## src/rtl/dram_arbiter_pkg.sv

```systemverilog
// Shared encodings for the data-RAM arbiter: owner state and port indices.
package dram_arbiter_pkg;

  typedef enum logic [1:0] {
    OWN_NONE = 2'd0,
    OWN_P0   = 2'd1,
    OWN_P1   = 2'd2
  } owner_e;

  localparam int PORT0 = 0;
  localparam int PORT1 = 1;

endpackage

```

## src/rtl/dram_rr_pick.sv

```systemverilog
// Combinational grant selector: a locked owner keeps the RAM until LOCK_MAX
// grants have passed with the other port waiting; otherwise round-robin.
module dram_rr_pick
  import dram_arbiter_pkg::*;
#(
  parameter int LOCK_MAX = 8
) (
  input  logic [1:0] req,
  input  logic [1:0] lock,
  input  owner_e     owner,
  input  logic       last,
  input  logic [7:0] lock_cnt,
  output logic [1:0] gnt
);

  logic hold0;
  logic hold1;
  logic expire;

  assign hold0  = (owner == OWN_P0) && req[PORT0] && lock[PORT0];
  assign hold1  = (owner == OWN_P1) && req[PORT1] && lock[PORT1];
  assign expire = (lock_cnt == 8'(LOCK_MAX));

  always_comb begin
    gnt = 2'b00;
    if (hold0) begin
      gnt = (req[PORT1] && expire) ? 2'b10 : 2'b01;
    end else if (hold1) begin
      gnt = (req[PORT0] && expire) ? 2'b01 : 2'b10;
    end else if (req == 2'b11) begin
      // last = 1 means P1 was served most recently, so P0 wins the tie
      gnt = last ? 2'b01 : 2'b10;
    end else begin
      gnt = req;
    end
  end

endmodule

```

## src/rtl/dram_arbiter.sv

```systemverilog
// Two-port arbiter for the single-port data RAM: drives the macro pins from
// the granted port and returns read data one cycle later with a valid strobe.
module dram_arbiter
  import dram_arbiter_pkg::*;
#(
  parameter int AW       = 13,
  parameter int DW       = 32,
  parameter int LOCK_MAX = 8
) (
  input  logic          i_clk,
  input  logic          i_rstb,
  input  logic          i_req0,
  input  logic          i_req1,
  input  logic          i_lock0,
  input  logic          i_lock1,
  input  logic [AW-1:0] i_addr0,
  input  logic [AW-1:0] i_addr1,
  input  logic [3:0]    i_wr0,
  input  logic [3:0]    i_wr1,
  input  logic [DW-1:0] i_din0,
  input  logic [DW-1:0] i_din1,
  output logic          o_ack0,
  output logic          o_ack1,
  output logic          o_rvalid0,
  output logic          o_rvalid1,
  output logic [DW-1:0] o_dout0,
  output logic [DW-1:0] o_dout1,
  output logic [AW-1:0] o_ram_addr,
  output logic [DW-1:0] o_ram_din,
  output logic [3:0]    o_ram_wr,
  output logic          o_ram_rnw,
  output logic          o_ram_cs_b,
  input  logic [DW-1:0] i_ram_dout
);

  function automatic logic [7:0] sat_inc(input logic [7:0] v);
    return (v >= 8'(LOCK_MAX)) ? 8'(LOCK_MAX) : v + 8'd1;
  endfunction

  owner_e        owner;
  logic          last;
  logic [7:0]    lock_cnt;
  logic [1:0]    rd_pend;
  logic [DW-1:0] dout0_p1;
  logic [DW-1:0] dout1_p1;
  logic [1:0]    req;
  logic [1:0]    lock;
  logic [1:0]    pick;
  logic [1:0]    gnt;
  logic          preempt;

  assign req  = {i_req1, i_req0};
  assign lock = {i_lock1, i_lock0};

  dram_rr_pick #(.LOCK_MAX(LOCK_MAX)) u_pick (
    .req      (req),
    .lock     (lock),
    .owner    (owner),
    .last     (last),
    .lock_cnt (lock_cnt),
    .gnt      (pick)
  );

  // No access may reach the RAM while reset is held.
  assign gnt    = pick & {2{i_rstb}};
  assign o_ack0 = gnt[PORT0];
  assign o_ack1 = gnt[PORT1];

  assign preempt = ((owner == OWN_P0) && req[PORT0] && lock[PORT0] && gnt[PORT1]) ||
                   ((owner == OWN_P1) && req[PORT1] && lock[PORT1] && gnt[PORT0]);

  // Stage p0: RAM pins straight from the granted port
  always_comb begin
    o_ram_addr = '0;
    o_ram_din  = '0;
    o_ram_wr   = 4'b0000;
    o_ram_rnw  = 1'b1;
    o_ram_cs_b = 1'b1;
    if (gnt[PORT0]) begin
      o_ram_addr = i_addr0;
      o_ram_din  = i_din0;
      o_ram_wr   = i_wr0;
      o_ram_rnw  = ~|i_wr0;
      o_ram_cs_b = 1'b0;
    end else if (gnt[PORT1]) begin
      o_ram_addr = i_addr1;
      o_ram_din  = i_din1;
      o_ram_wr   = i_wr1;
      o_ram_rnw  = ~|i_wr1;
      o_ram_cs_b = 1'b0;
    end
  end

  always_ff @(posedge i_clk or negedge i_rstb) begin
    if (!i_rstb) begin
      owner    <= OWN_NONE;
      last     <= 1'b1;
      lock_cnt <= 8'd0;
      rd_pend  <= 2'b00;
      dout0_p1 <= '0;
      dout1_p1 <= '0;
    end else begin
      rd_pend <= {gnt[PORT1] & ~|i_wr1, gnt[PORT0] & ~|i_wr0};
      if (rd_pend[PORT0]) dout0_p1 <= i_ram_dout;
      if (rd_pend[PORT1]) dout1_p1 <= i_ram_dout;
      if (|gnt) last <= gnt[PORT1];

      if (preempt) begin
        owner    <= OWN_NONE;
        lock_cnt <= 8'd0;
      end else if (gnt[PORT0]) begin
        owner    <= lock[PORT0] ? OWN_P0 : OWN_NONE;
        lock_cnt <= (lock[PORT0] && req[PORT1]) ?
                    ((owner == OWN_P0) ? sat_inc(lock_cnt) : 8'd1) : 8'd0;
      end else if (gnt[PORT1]) begin
        owner    <= lock[PORT1] ? OWN_P1 : OWN_NONE;
        lock_cnt <= (lock[PORT1] && req[PORT0]) ?
                    ((owner == OWN_P1) ? sat_inc(lock_cnt) : 8'd1) : 8'd0;
      end else begin
        owner    <= OWN_NONE;
        lock_cnt <= 8'd0;
      end
    end
  end

  // Stage p1: RAM data is live during the rvalid cycle, then held
  assign o_rvalid0 = rd_pend[PORT0];
  assign o_rvalid1 = rd_pend[PORT1];
  assign o_dout0   = rd_pend[PORT0] ? i_ram_dout : dout0_p1;
  assign o_dout1   = rd_pend[PORT1] ? i_ram_dout : dout1_p1;

endmodule

```

## config.mk

```make
export PLATFORM = sky130hd
export DESIGN_NAME = dram_arbiter
export DESIGN_NICKNAME = d
export VERILOG_FILES = /design/src/rtl/dram_arbiter_pkg.sv /design/src/rtl/dram_rr_pick.sv /design/src/rtl/dram_arbiter.sv
export SDC_FILE = /design/constraint.sdc
export NUM_CORES = 1
export LEC_CHECK = 0
export CORE_MARGIN = 5
export CORE_UTILIZATION = 35
export CTS_CLUSTER_DIAMETER = 200
export DETAILED_ROUTE_END_ITERATION = 10
export PLACE_DENSITY = 0.83
export SYNTH_ARGS = -nofsm -noshare
export SYNTH_HDL_FRONTEND = slang
export SYNTH_SLANG_ARGS = --single-unit
```

## constraint.sdc

```tcl
create_clock -name i_clk -period 2.85 [get_ports i_clk]
set_input_delay 0.57 -clock i_clk [delete_from_list [all_inputs] [get_ports i_clk]]
set_output_delay 0.57 -clock i_clk [all_outputs]
set_load 0.02 [all_outputs]
```

Yosys cells after proc, flatten, opt, wreduce, memory -nomap -nowiden
Cells that the tools add are included.

storage, ports and cells
  bits in registers = 77
  output and inout port bits = 119

operators by class
  reduce and logical (&&, ||, !) cells = 16
  order comparisons = 1
  muxes and demuxes = 31
  add/subtract/negate cells = 1
  bitwise gates (word level) = 3
  eq/ne operators = 4

operator list
  operator             number
  $mux 32              4
  $mux 8               8
  $mux 13              2
  $mux 2               10
  $logic_and 1x1->1    10
  $add 8x1->8 const B  1
  $eq 8x4->1 const B   1
  $ge 8x4->1 const B   1
  $mux 4               2
  $reduce_or 4->1      2
  $mux 1               5
  $eq 2x2->1 const B   2
  $and 1x1->1          2
  $and 2x2->2          1
  $eq 2x1->1 const B   1
  $logic_not 1->1      2
  $reduce_or 2->1      1
  $logic_or 1x1->1     1

Longest topological paths before layout
Gate-level depths: netlist of the first run.

  depth in word-level cells = 9
  mapped depth = 8
  mapped depth without buffers = 7

Hierarchy
From an unflattened synthesis of the first run, not the netlist that was laid out.

second synthesis, totals
  cells, all modules = 270
  area, all modules = 3,558.4 um^2

modules (own cells, without submodules)
  module        area an instance (um^2)  cells an instance  instances
  dram_arbiter  3,438.3                  253                1
  dram_rr_pick  120.1                    17                 1

Worst setup path before layout of the first run
No wires, ideal clock.

  path kind = reg2out
  from = register lock_cnt[4]
  to = output port o_ram_rnw
  stages on the path, launching flop included = 7
  required time = 2,280 ps
  buffers on the path = 2
  arrival = 1,983 ps
  setup slack = 297 ps
  path through = dfrtp_1 or4_1 buf_2 nor3b_2 o2bb2ai_1 buf_1 a22oi_1

on the way
  longest elaborated chain between the ends = 8
  elaborated cells on any way between the ends = 10
  those cells by class = eq/ne: 1; mux: 6; bitwise: 1; reduce/logical: 2

ends and longest elaborated chain
  item                    RTL line             source
  from (decl)             dram_arbiter.sv:42   logic [7:0] lock_cnt;
  from (signal assigned)  dram_arbiter.sv:113  lock_cnt <= (lock[PORT0] && req[PORT1]) ?
  from (signal assigned)  dram_arbiter.sv:117  lock_cnt <= (lock[PORT1] && req[PORT0]) ?
  $eq 8x4->1 (*)          dram_rr_pick.sv:22   assign expire = (lock_cnt == 8'(LOCK_MAX));
  $logic_and 1x1->1       dram_rr_pick.sv:29   gnt = (req[PORT0] && expire) ? 2'b01 : 2'b10;
  $mux 2                  dram_rr_pick.sv:29
  $mux 2                  dram_rr_pick.sv:28   end else if (hold1) begin
  $mux 2 (*)              dram_rr_pick.sv:26   if (hold0) begin
  $and 2x2->2 (*)         dram_arbiter.sv:65   assign gnt = pick & {2{i_rstb}};
  net o_ack1              dram_arbiter.sv:23   output logic o_ack1,
  $mux 1 (*)              dram_arbiter.sv:85   end else if (gnt[PORT1]) begin
  $mux 1 (*)              dram_arbiter.sv:79   if (gnt[PORT0]) begin
  to (decl)               dram_arbiter.sv:31   output logic o_ram_rnw,

The timed path passes the listed nets; every way through them passes the cells marked *.

Worst setup path in the final report of the first run
  from = register lock_cnt[4]
  to = output port o_ram_addr[11]

on the way
  longest elaborated chain between the ends = 8
  elaborated cells on any way between the ends = 10
  those cells by class = eq/ne: 1; mux: 6; bitwise: 1; reduce/logical: 2

ends and longest elaborated chain
  item               RTL line            source
  $eq 8x4->1 (*)     dram_rr_pick.sv:22
  $logic_and 1x1->1  dram_rr_pick.sv:29
  $mux 2             dram_rr_pick.sv:29
  $mux 2             dram_rr_pick.sv:28
  $mux 2 (*)         dram_rr_pick.sv:26
  $and 2x2->2 (*)    dram_arbiter.sv:65
  $mux 13            dram_arbiter.sv:85
  $mux 13 (*)        dram_arbiter.sv:79
  to (decl)          dram_arbiter.sv:28  output logic [AW-1:0] o_ram_addr,

Every way passes the cells marked *; elsewhere a longest branch is shown, timed or not.

==> results of run 1 <==
[repair_timing]
action / 4_1_cts / 5_1_grt
gates cloned: 1 / 1
hold buffers: 0 / 0
resized for setup: 240 / 9
buffers inserted: 7 / 1
endpoints found under the setup margin: 53 / 53
pin swaps: 21 / 11
[flip-flops by register name, summed over array words and instances (netlist names)]
| name | count |
|---|---|
| lock_cnt | 8 |
| rd_pend | 2 |
| owner | 2 |
| dout1_p1 | 32 |
| last | 1 |
| dout0_p1 | 32 |
[power by group through the flow]
stage	combinational (mW)	sequential [mW]	clock, mW
2_1_floorplan	0.664	1.33	0
3_3_place_gp	1.44	1.33	0
3_5_place_dp	1.46	1.35	0
4_1_cts	1.50	1.32	0.790
5_1_grt	1.56	1.34	0.841
6_report	1.48	1.32	0.762
[cell type report]
| type | count | area [µm²] | share of cell area |
|---|---|---|---|
| clock inverters | 5 | 33.8 | 0.00504 |
| repair buffers | 284 | 2820 | 0.421 |
| flip-flops and latches | 77 | 1930 | 0.288 |
| multi-input cells | 163 | 1580 | 0.235 |
| well taps | 133 | 166 | 0.0248 |
| clock buffers | 11 | 151 | 0.0226 |
| inverters | 7 | 26.3 | 0.00392 |
[metal layers]
| layer | share of wire | vias up |
|---|---|---|
| met4 | 0.046 | 0 |
| met2 | 0.52 | 182 |
| met5 | 0 | - |
| met3 | 0.079 | 34 |
| met1 | 0.35 | 1599 |
| li1 | - | 1547 |
[metrics by stage]
| stage | total power, mW | std cells | TNS (ps) | setup slack [ps] | hold slack (ps) |
|---|---|---|---|---|---|
| after floorplan | 1.99 | 268 | 0 | 297 | 274 |
| after global placement | 2.77 | 655 | -22060 | -488 | 471 |
| after detailed placement | 2.81 | 655 | -22170 | -494 | 485 |
| after CTS | 3.61 | 679 | -6380 | -207 | 197 |
| after global routing | 3.73 | 680 | -6710 | -210 | 204 |
| final | 3.56 | 680 | -1520 | -96.2 | 214 |
[layout by cell type (no fill, tap or decap), types with 3 or more instances in the layout]
| cell type | Yosys | layout |
|---|---|---|
| sky130_fd_sc_hd__nor2_1 | 7 | 6 |
| sky130_fd_sc_hd__inv_1 | 6 | 6 |
| sky130_fd_sc_hd__buf_4 | 0 | 21 |
| sky130_fd_sc_hd__clkbuf_8 | 0 | 11 |
| sky130_fd_sc_hd__dfrtp_1 | 76 | 76 |
| sky130_fd_sc_hd__clkdlybuf4s50_1 | 0 | 196 |
| sky130_fd_sc_hd__conb_1 | 1 | 4 |
| sky130_fd_sc_hd__buf_6 | 5 | 36 |
| sky130_fd_sc_hd__and3_1 | 3 | 3 |
| sky130_fd_sc_hd__a22o_1 | 49 | 46 |
| sky130_fd_sc_hd__dlymetal6s2s_1 | 0 | 3 |
| sky130_fd_sc_hd__mux2_2 | 64 | 64 |
| sky130_fd_sc_hd__a22o_4 | 0 | 3 |
| sky130_fd_sc_hd__buf_2 | 7 | 19 |
| sky130_fd_sc_hd__buf_12 | 0 | 5 |
[critical path, cell delays in order (launching register included)]
cell,delay [ps]
sky130_fd_sc_hd__dfrtp_1,360
sky130_fd_sc_hd__or4_4,580
sky130_fd_sc_hd__o31a_1,270
sky130_fd_sc_hd__o21a_4,150
sky130_fd_sc_hd__buf_12,140
sky130_fd_sc_hd__buf_8,130
sky130_fd_sc_hd__a22o_4,260
sky130_fd_sc_hd__buf_12,130
[final timing paths]
path                               from              to  slack, ps  cells after the start
min reg2reg                dout1_p1[18]    dout1_p1[18]        500                      1
max                         lock_cnt[4]  o_ram_addr[11]       -100                      7
max reg2reg                 lock_cnt[4]     lock_cnt[2]        810                      6
max in group asynchronous        i_rstb     dout1_p1[5]       1910                      2
min in group i_clk         dout1_p1[18]    dout1_p1[18]        500                      1
min                              i_rstb     lock_cnt[6]        210                      2
[kinds of logic after synthesis]
| group | Yosys count |
|---|---|
| buffers and inverters | 28 |
| AND/OR/NAND/NOR | 28 |
| multiplexers | 64 |
| XOR/XNOR | 1 |
| AO/OA/AOI/OAI | 64 |
| other | 1 |
| adder cells (fa/ha/maj) | 2 |
| flip-flops | 77 |
==> summary.md, run 1 <==
| Metric | Value |
|---|---|
| Run status | `finished with violations` |
| Violations in the final reports | `negative setup slack` |
| Initial antenna violation count | `0` |
| Part of the power in registers | `0.370` |
| Post-synthesis share of cell area spent on full adders, half adders and majority gates | `0.00700` |
| Share of cell area taken by muxes after synthesis | `0.202` |
| Worst ir drop on vdd | `0.000211 V` |
| Cell accounting for the most synthesized area | `sky130_fd_sc_hd__dfrtp_1` |
| Maximum fanout along the worst path | `11` |
| Global placer's final weighted congestion | `0.838` |
| P_leak | `3.03 nW` |
| Category of the most critical setup path | `flip-flop to output pin` |
| Total wirelength of the detailed-routed design | `13.3 mm` |
| Gate Count Post-Synth | `265` |
| Total number of vias | `3362` |
| Power Dens Cells | `532 nW/µm²` |
| Data required time of the critical path | `2280 ps` |
| Synth Area in Simple Gates | `0.0494` |
| Horiz. Die Dim | `111 µm` |
| Final critical-path required period | `2950 ps` |
| Proportion of synthesized flip-flops having asynchronous set or reset | `1.00` |
| Die Ht | `111 µm` |
| Initial detailed-routing violation count | `190` |
| Most instantiated flip-flop cell in the synthesis netlist | `sky130_fd_sc_hd__dfrtp_1` |
| Via count of the first global-routing pass | `3604` |
| CTS clock-pin slew for the worst setup and hold paths | `80 ps` |
| First-pass iteration count of the detailed router | `5` |
| Transition time at the pin with the least slew margin | `757 ps` |
| Unique masters post-synth | `40` |
| Fraction of met2 tracks used by global routing | `0.381` |
| Global-route wire length before repair | `20.2 mm` |
| Latest clock arrival within the worst-skew pair | `350 ps` |
| Core Footprint | `9860 µm²` |
| Clk Tree Root Cell | `sky130_fd_sc_hd__clkbuf_8` |
| Number of nets in the final layout | `680` |
| Sequential-to-total area share from yosys stat | `0.540` |
| Worst hold path class | `primary input to async pin` |
| Logic gate share of total power | `0.416` |
| Clock tree from TritonCTS | `done` |
| Layout filler cell count | `709` |
| Number of diodes added for antenna fixing | `0` |
| Antenna-violating nets left | `0` |
| Number of input and output port buffers inserted | `254` |
| Detailed Place HPWL | `10.7 mm` |
| Most frequent cells after synthesis | `sky130_fd_sc_hd__dfrtp_1 (76), sky130_fd_sc_hd__mux2_2 (64), sky130_fd_sc_hd__a22o_1 (49)` |
| Post-synth top area share | `0.532` |
| Xor and xnor area share after synthesis | `0.00245` |
| Number of register bits inferred by synthesis | `77` |
| Count of flip-flops with a built-in enable after synthesis | `0` |
| Die Area | `12300 µm²` |
| Post-route DRC violation count | `0` |
| I/O pin total | `255` |
| Grt met3 use | `0.0595` |
| Fraction of met1 tracks used by global routing | `0.213` |
| Detail-routed net length per standard cell | `19.5 µm` |
| Number of rows in the core area | `36` |
| Sink Count | `77` |
| Number of H-tree levels | `3` |
| Post-Syn Area | `3570 µm²` |
| Bufs on Longest Clock Path | `2` |
| CP Capture Type | `output pin` |
| Detail-routed via count per cell | `4.94` |
| Synth Area in Compound Gates | `0.157` |
| Tcrit/Tclk final | `1.03` |
| Switching portion of total power | `0.319` |
| Initial Utilization | `0.362` |
| Util after Layout | `0.679` |
| Final worst setup slack | `-96.2 ps` |
| Type of element launching the critical path | `flip-flop` |
| Final Max Slew Viols | `0` |
| Max Freq | `339 MHz` |
| Share of post-route cells with drive strength above 1 | `0.324` |
| Relative contribution of the clock network to total power | `0.214` |
| Setup-violating endpoint count in the final report | `22` |
| Psw | `1.14 mW` |
| Crit path DAT | `2380 ps` |
| YS warnings | `0` |
| Number of maximum-capacitance violations | `0` |
| Global routing's busiest layer | `met2` |
| Synthesis-to-layout area growth | `87.6%` |
| Final Instance Area | `6700 µm²` |
| Mean post-synth cell area | `13.5 µm²` |
| Largest family of logic cells by synthesized area | `multiplexers` |
| Clk_skew | `11.3 ps` |
| Largest cells by area after synthesis | `sky130_fd_sc_hd__dfrtp_1 (53%), sky130_fd_sc_hd__mux2_2 (20%), sky130_fd_sc_hd__a22o_1 (12%)` |
| Grt total ovfl | `0` |
| Setup repair after global routing missed its margin | `yes` |
| Number of buffers created by CTS | `9` |
| Count leader, synth | `sky130_fd_sc_hd__dfrtp_1` |
| Dpl cell area | `6370 µm²` |
| Max-slew headroom | `0.495` |
| Cell-internal power | `2.43 mW` |
| Pin count of the biggest net entering global routing | `61` |
| Hold Vio Cnt, Final | `0` |
| All-Layer GR Usage | `0.209` |
Power figures use the tool's default switching activity.
==> run 2: changes to the inputs <==
- REMOVE_ABC_BUFFERS: default -> 1
==> summary.md, run 2 (synthesized netlist as in run 1, its figures left out) <==
| Metric | Value |
|---|---|
| Final std cells w/o fill | `698` |
| Max-slew headroom | `0.383` |
| Data required time of the critical path | `2280 ps` |
| Power Dens Cells | `537 nW/µm²` |
| Sink Count | `77` |
| Hold Vio Cnt, Final | `0` |
| P_leak | `3.19 nW` |
| Synthesis-to-layout area growth | `98.4%` |
| Largest registers in the final layout | `dout0_p1: 32 flops, dout1_p1: 32 flops, lock_cnt: 8 flops` |
| Grt total ovfl | `0` |
| Global-route wire length before repair | `23.8 mm` |
| Horiz. Die Dim | `111 µm` |
| Clk Tree Root Cell | `sky130_fd_sc_hd__clkbuf_8` |
| Die Area | `12300 µm²` |
| Type of element launching the critical path | `flip-flop` |
| Worst hold path class | `primary input to async pin` |
| Die Ht | `111 µm` |
| Final Max Slew Viols | `0` |
| Total number of vias | `3639` |
| Max Freq | `325 MHz` |
| Total chip power | `3.81 mW` |
| Detailed Place HPWL | `12.9 mm` |
| Latest clock arrival within the worst-skew pair | `360 ps` |
| Cell-by-cell listing of the critical path | `or4_4, nor3b_4, buf_6, o2bb2ai_4, buf_6, buf_6, buf_6, a22o_4, buf_12` |
| Initial detailed-routing violation count | `300` |
| Share of post-route cells with drive strength above 1 | `0.360` |
| Slowest cell on the critical path | `sky130_fd_sc_hd__or4_4` |
| Final TNS setup | `-6810 ps` |
| Transition time at the pin with the least slew margin | `926 ps` |
| Global placer's final weighted congestion | `1.02` |
| Category of the most critical setup path | `flip-flop to output pin` |
| Final Instance Area | `7090 µm²` |
| Antenna-violating nets left | `0` |
| Most common library cell in the layout ignoring fill and taps | `sky130_fd_sc_hd__clkdlybuf4s50_1` |
| Tcrit/Tclk final | `1.08` |
| Number of rows in the core area | `36` |
| Layout filler cell count | `658` |
| Maximum fanout along the worst path | `5` |
| First-pass iteration count of the detailed router | `4` |
| Crit path DAT | `2500 ps` |
| Via count of the first global-routing pass | `3979` |
| CTS clock-pin slew for the worst setup and hold paths | `90 ps` |
| Setup repair after global routing missed its margin | `yes` |
| Number of maximum-capacitance violations | `0` |
| Initial Utilization | `0.362` |
| Pin count of the biggest net entering global routing | `76` |
| All-Layer GR Usage | `0.258` |
| Bufs on Longest Clock Path | `2` |
| Clock tree from TritonCTS | `done` |
| Clk_skew | `9.76 ps` |
| Detail-routed net length per standard cell | `24.4 µm` |
| CP Capture Type | `output pin` |
| Final worst setup slack | `-224 ps` |
| Pre-CTS setup slack | `-617 ps` |
| Final critical-path required period | `3070 ps` |
| Worst ir drop on vdd | `0.000249 V` |
| Most repeated library cell on the critical path | `sky130_fd_sc_hd__buf_6` |
| Number of H-tree levels | `3` |
| I/O pin total | `255` |
| Post-route DRC violation count | `0` |
| Dpl cell area | `6370 µm²` |
| Violations in the final reports | `negative setup slack` |
| Total wirelength of the detailed-routed design | `17.0 mm` |
| Commonest cells after routing, fill and taps aside | `sky130_fd_sc_hd__clkdlybuf4s50_1 (196), sky130_fd_sc_hd__dfrtp_1 (76), sky130_fd_sc_hd__mux2_2 (64)` |
| Initial antenna violation count | `1` |
| Core Footprint | `9860 µm²` |
| Run status | `finished with violations` |
| Detail-routed via count per cell | `5.21` |
| Placed Instances | `656` |
| Number of nets in the final layout | `697` |
| Number of buffers created by CTS | `9` |
| CP peak stage delay | `570 ps` |
| Setup-violating endpoint count in the final report | `51` |
| Number of input and output port buffers inserted | `254` |
run 2: cell count changes in the layout (fill, tap and decap cells not counted), moves of 3 or more:
| cell | before | now |
|---|---|---|
| sky130_fd_sc_hd__a22o_1 | 46 | 39 |
| sky130_fd_sc_hd__a22o_4 | 3 | 10 |
| sky130_fd_sc_hd__buf_2 | 19 | 1 |
| sky130_fd_sc_hd__buf_4 | 21 | 36 |
| sky130_fd_sc_hd__buf_6 | 36 | 51 |
| sky130_fd_sc_hd__inv_6 | 1 | 4 |
run 2: area by class of cell:
cell class	instances	area [µm²]	share of cell area
clock buffers	9	124	0.0175
well taps	133	166	0.0235
inverters	7	26.3	0.00371
flip-flops and latches	77	1930	0.272
clock inverters	7	87.6	0.0124
repair buffers	301	3110	0.438
diodes	1	2.50	0.000353
multi-input cells	163	1650	0.232
run 2: critical path: cells and delay by family, from the launching register on:
kind	cells	cell delay [ps]
simple gates	2	820
buf+inv	5	640
flops	1	370
compound gates	2	310
run 2: repair_timing:
item	in CTS	in global routing
resized for setup	275	45
buffers inserted	13	6
hold buffers	1	0
pin swaps	13	21
cloned	2	3
setup endpoints to repair	53	53
hold endpoints to repair	2	0
run 2: power by group:
group          total, mW  switching, mW  internal (mW)  leakage (nW)
clock              0.879          0.450          0.429         0.109
combinational       1.61          0.754          0.851          2.08
sequential          1.32         0.0472           1.27          1.00
run 2: worst paths after layout:
check / start / depth (start not counted) / to / slack, ps
max: lock_cnt[7] / 9 / o_ram_din[12] / -220
min: i_rstb / 2 / lock_cnt[1] / 500
max reg2reg: lock_cnt[7] / 8 / lock_cnt[2] / 550
min reg2reg: dout1_p1[15] / 1 / dout1_p1[15] / 500
max in group asynchronous: i_rstb / 2 / dout0_p1[17] / 1750
min in group i_clk: dout1_p1[15] / 1 / dout1_p1[15] / 500
run 2: metrics by stage:
| stage | hold slack, ps | utilization |
|---|---|---|
| 3_3_place_gp | 388 | 0.646 |
| 3_5_place_dp | 387 | 0.646 |
| 2_1_floorplan | 274 | - |
| 5_1_grt | 514 | 0.719 |
| 6_report | 499 | 0.719 |
| 4_1_cts | 497 | 0.688 |
run 2: per-layer routing:
metal  part of all wire  GRT usage
met1               0.34      0.265
met2               0.52      0.460
met3              0.095      0.100
met4              0.051      0.118
met5                  0          0
==> run 3: changes to the inputs <==
- SETUP_SLACK_MARGIN: default -> 0.15
==> summary.md, run 3 (synthesized netlist as in run 1, its figures left out) <==
| Metric | Value |
|---|---|
| Final worst setup slack | `-247 ps` |
| Worst ir drop on vdd | `0.000249 V` |
| Setup repair after global routing missed its margin | `yes` |
| Number of maximum-capacitance violations | `0` |
| Power Dens Cells | `534 nW/µm²` |
| Category of the most critical setup path | `flip-flop to output pin` |
| Post-route DRC violation count | `0` |
| Maximum fanout along the worst path | `5` |
| Layout filler cell count | `639` |
| Clk Tree Root Cell | `sky130_fd_sc_hd__clkbuf_8` |
| Detail-routed net length per standard cell | `24.5 µm` |
| Sink Count | `77` |
| Total chip power | `3.82 mW` |
| Number of input and output port buffers inserted | `254` |
| Number of rows in the core area | `36` |
| Hold Vio Cnt, Final | `0` |
| Clock tree from TritonCTS | `done` |
| Max-slew headroom | `0.376` |
| Number of H-tree levels | `3` |
| Most common library cell in the layout ignoring fill and taps | `sky130_fd_sc_hd__clkdlybuf4s50_1` |
| Number of nets in the final layout | `700` |
| Total number of vias | `3678` |
| All-Layer GR Usage | `0.256` |
| Core Footprint | `9860 µm²` |
| CP Capture Type | `output pin` |
| First-pass iteration count of the detailed router | `4` |
| Final Max Slew Viols | `0` |
| Pin count of the biggest net entering global routing | `76` |
| Commonest cells after routing, fill and taps aside | `sky130_fd_sc_hd__clkdlybuf4s50_1 (196), sky130_fd_sc_hd__dfrtp_1 (76), sky130_fd_sc_hd__mux2_2 (64)` |
| Worst hold path class | `flip-flop to flip-flop` |
| CP peak stage delay | `570 ps` |
| I/O pin total | `255` |
| Initial antenna violation count | `0` |
| Max Freq | `323 MHz` |
| Largest registers in the final layout | `dout0_p1: 32 flops, dout1_p1: 32 flops, lock_cnt: 8 flops` |
| Transition time at the pin with the least slew margin | `936 ps` |
| Final critical-path required period | `3100 ps` |
| Horiz. Die Dim | `111 µm` |
| Initial Utilization | `0.362` |
| Type of element launching the critical path | `flip-flop` |
| Die Ht | `111 µm` |
| Data required time of the critical path | `2280 ps` |
| Global placer's final weighted congestion | `1.02` |
| Run status | `finished with violations` |
| Setup-violating endpoint count in the final report | `53` |
| Via count of the first global-routing pass | `3935` |
| Cell-by-cell listing of the critical path | `or4_4, nor3b_4, buf_6, o2bb2ai_4, buf_6, buf_6, buf_6, a22o_4, buf_12` |
| Grt total ovfl | `0` |
| Number of diodes added for antenna fixing | `0` |
| Bufs on Longest Clock Path | `2` |
| Final std cells w/o fill | `700` |
| Global-route wire length before repair | `23.7 mm` |
| Crit path DAT | `2530 ps` |
| Total wirelength of the detailed-routed design | `17.1 mm` |
| Slowest cell on the critical path | `sky130_fd_sc_hd__or4_4` |
| Number of buffers created by CTS | `9` |
| P_leak | `3.22 nW` |
| Antenna-violating nets left | `0` |
| Synthesis-to-layout area growth | `100%` |
| Die Area | `12300 µm²` |
| Detailed Place HPWL | `12.9 mm` |
| Violations in the final reports | `negative setup slack` |
| Initial detailed-routing violation count | `304` |
| Clk_skew | `9.46 ps` |
| Pre-CTS setup slack | `-617 ps` |
| Detail-routed via count per cell | `5.25` |
| Register area | `1930 µm²` |
| Area occupied by multi-input gates | `1650 µm²` |
| R2R setup slack | `420 ps` |
| Tcrit/Tclk final | `1.09` |
| Latest clock arrival within the worst-skew pair | `360 ps` |
| Most repeated library cell on the critical path | `sky130_fd_sc_hd__buf_6` |
| Placed Instances | `656` |
| Share of post-route cells with drive strength above 1 | `0.363` |
| Smallest hold slack | `499 ps` |
| CTS clock-pin slew for the worst setup and hold paths | `90 ps` |
[run 3: what timing repair did]
item                                   CTS  global route
resized for setup                      282            40
hold buffers                             1             0
setup buffers                           11            10
endpoints found under the hold margin    2             0
setup endpoints to repair               53            53
pin swaps                               11            26
gates cloned                             2             4
[run 3: routing by layer]
metal / up-vias / track usage / part of all wire
met3: 54 / 0.0972 / 0.10
met5: - / 0 / 0
met2: 230 / 0.454 / 0.50
li1: 1596 / - / -
met4: 0 / 0.126 / 0.062
met1: 1798 / 0.264 / 0.33
[run 3: per-stage QoR]
stage	setup TNS (ps)	utilization	area, µm²
3_5_place_dp	-26550	0.646	6370
3_3_place_gp	-24050	0.646	6370
5_1_grt	-14120	0.725	7150
2_1_floorplan	-75030	-	3460
6_report	-8140	0.725	7150
4_1_cts	-4910	0.690	6810
[run 3: where the power goes]
group	leakage [nW]	switching [mW]	internal [mW]	total, mW
logic	2.11	0.756	0.863	1.62
clock network	0.109	0.450	0.429	0.879
registers	1.00	0.0464	1.27	1.32
[run 3: worst paths after layout]
check,startpoint,end,depth (start not counted)
setup / recovery,lock_cnt[7],o_ram_din[12],9
hold / removal,lock_cnt[3],lock_cnt[2],1
setup reg to reg,lock_cnt[7],lock_cnt[2],9
hold reg to reg,lock_cnt[3],lock_cnt[2],1
max in group asynchronous,i_rstb,dout0_p1[17],2
min in group asynchronous,i_rstb,lock_cnt[1],2
[run 3: cell type report]
type	instances	share of cell area
repair buffers	304	0.443
flip-flops and latches	77	0.270
multi-input cells	163	0.231
well taps	133	0.0233
clock buffers	9	0.0173
clock inverters	7	0.0122
inverters	7	0.00367
[run 3: worst max-delay path, delay by kind of cell, from the launching register on]
family          cells  cell delay, ps
flops               1             380
buf+inv             5             640
simple gates        2             820
compound gates      2             320
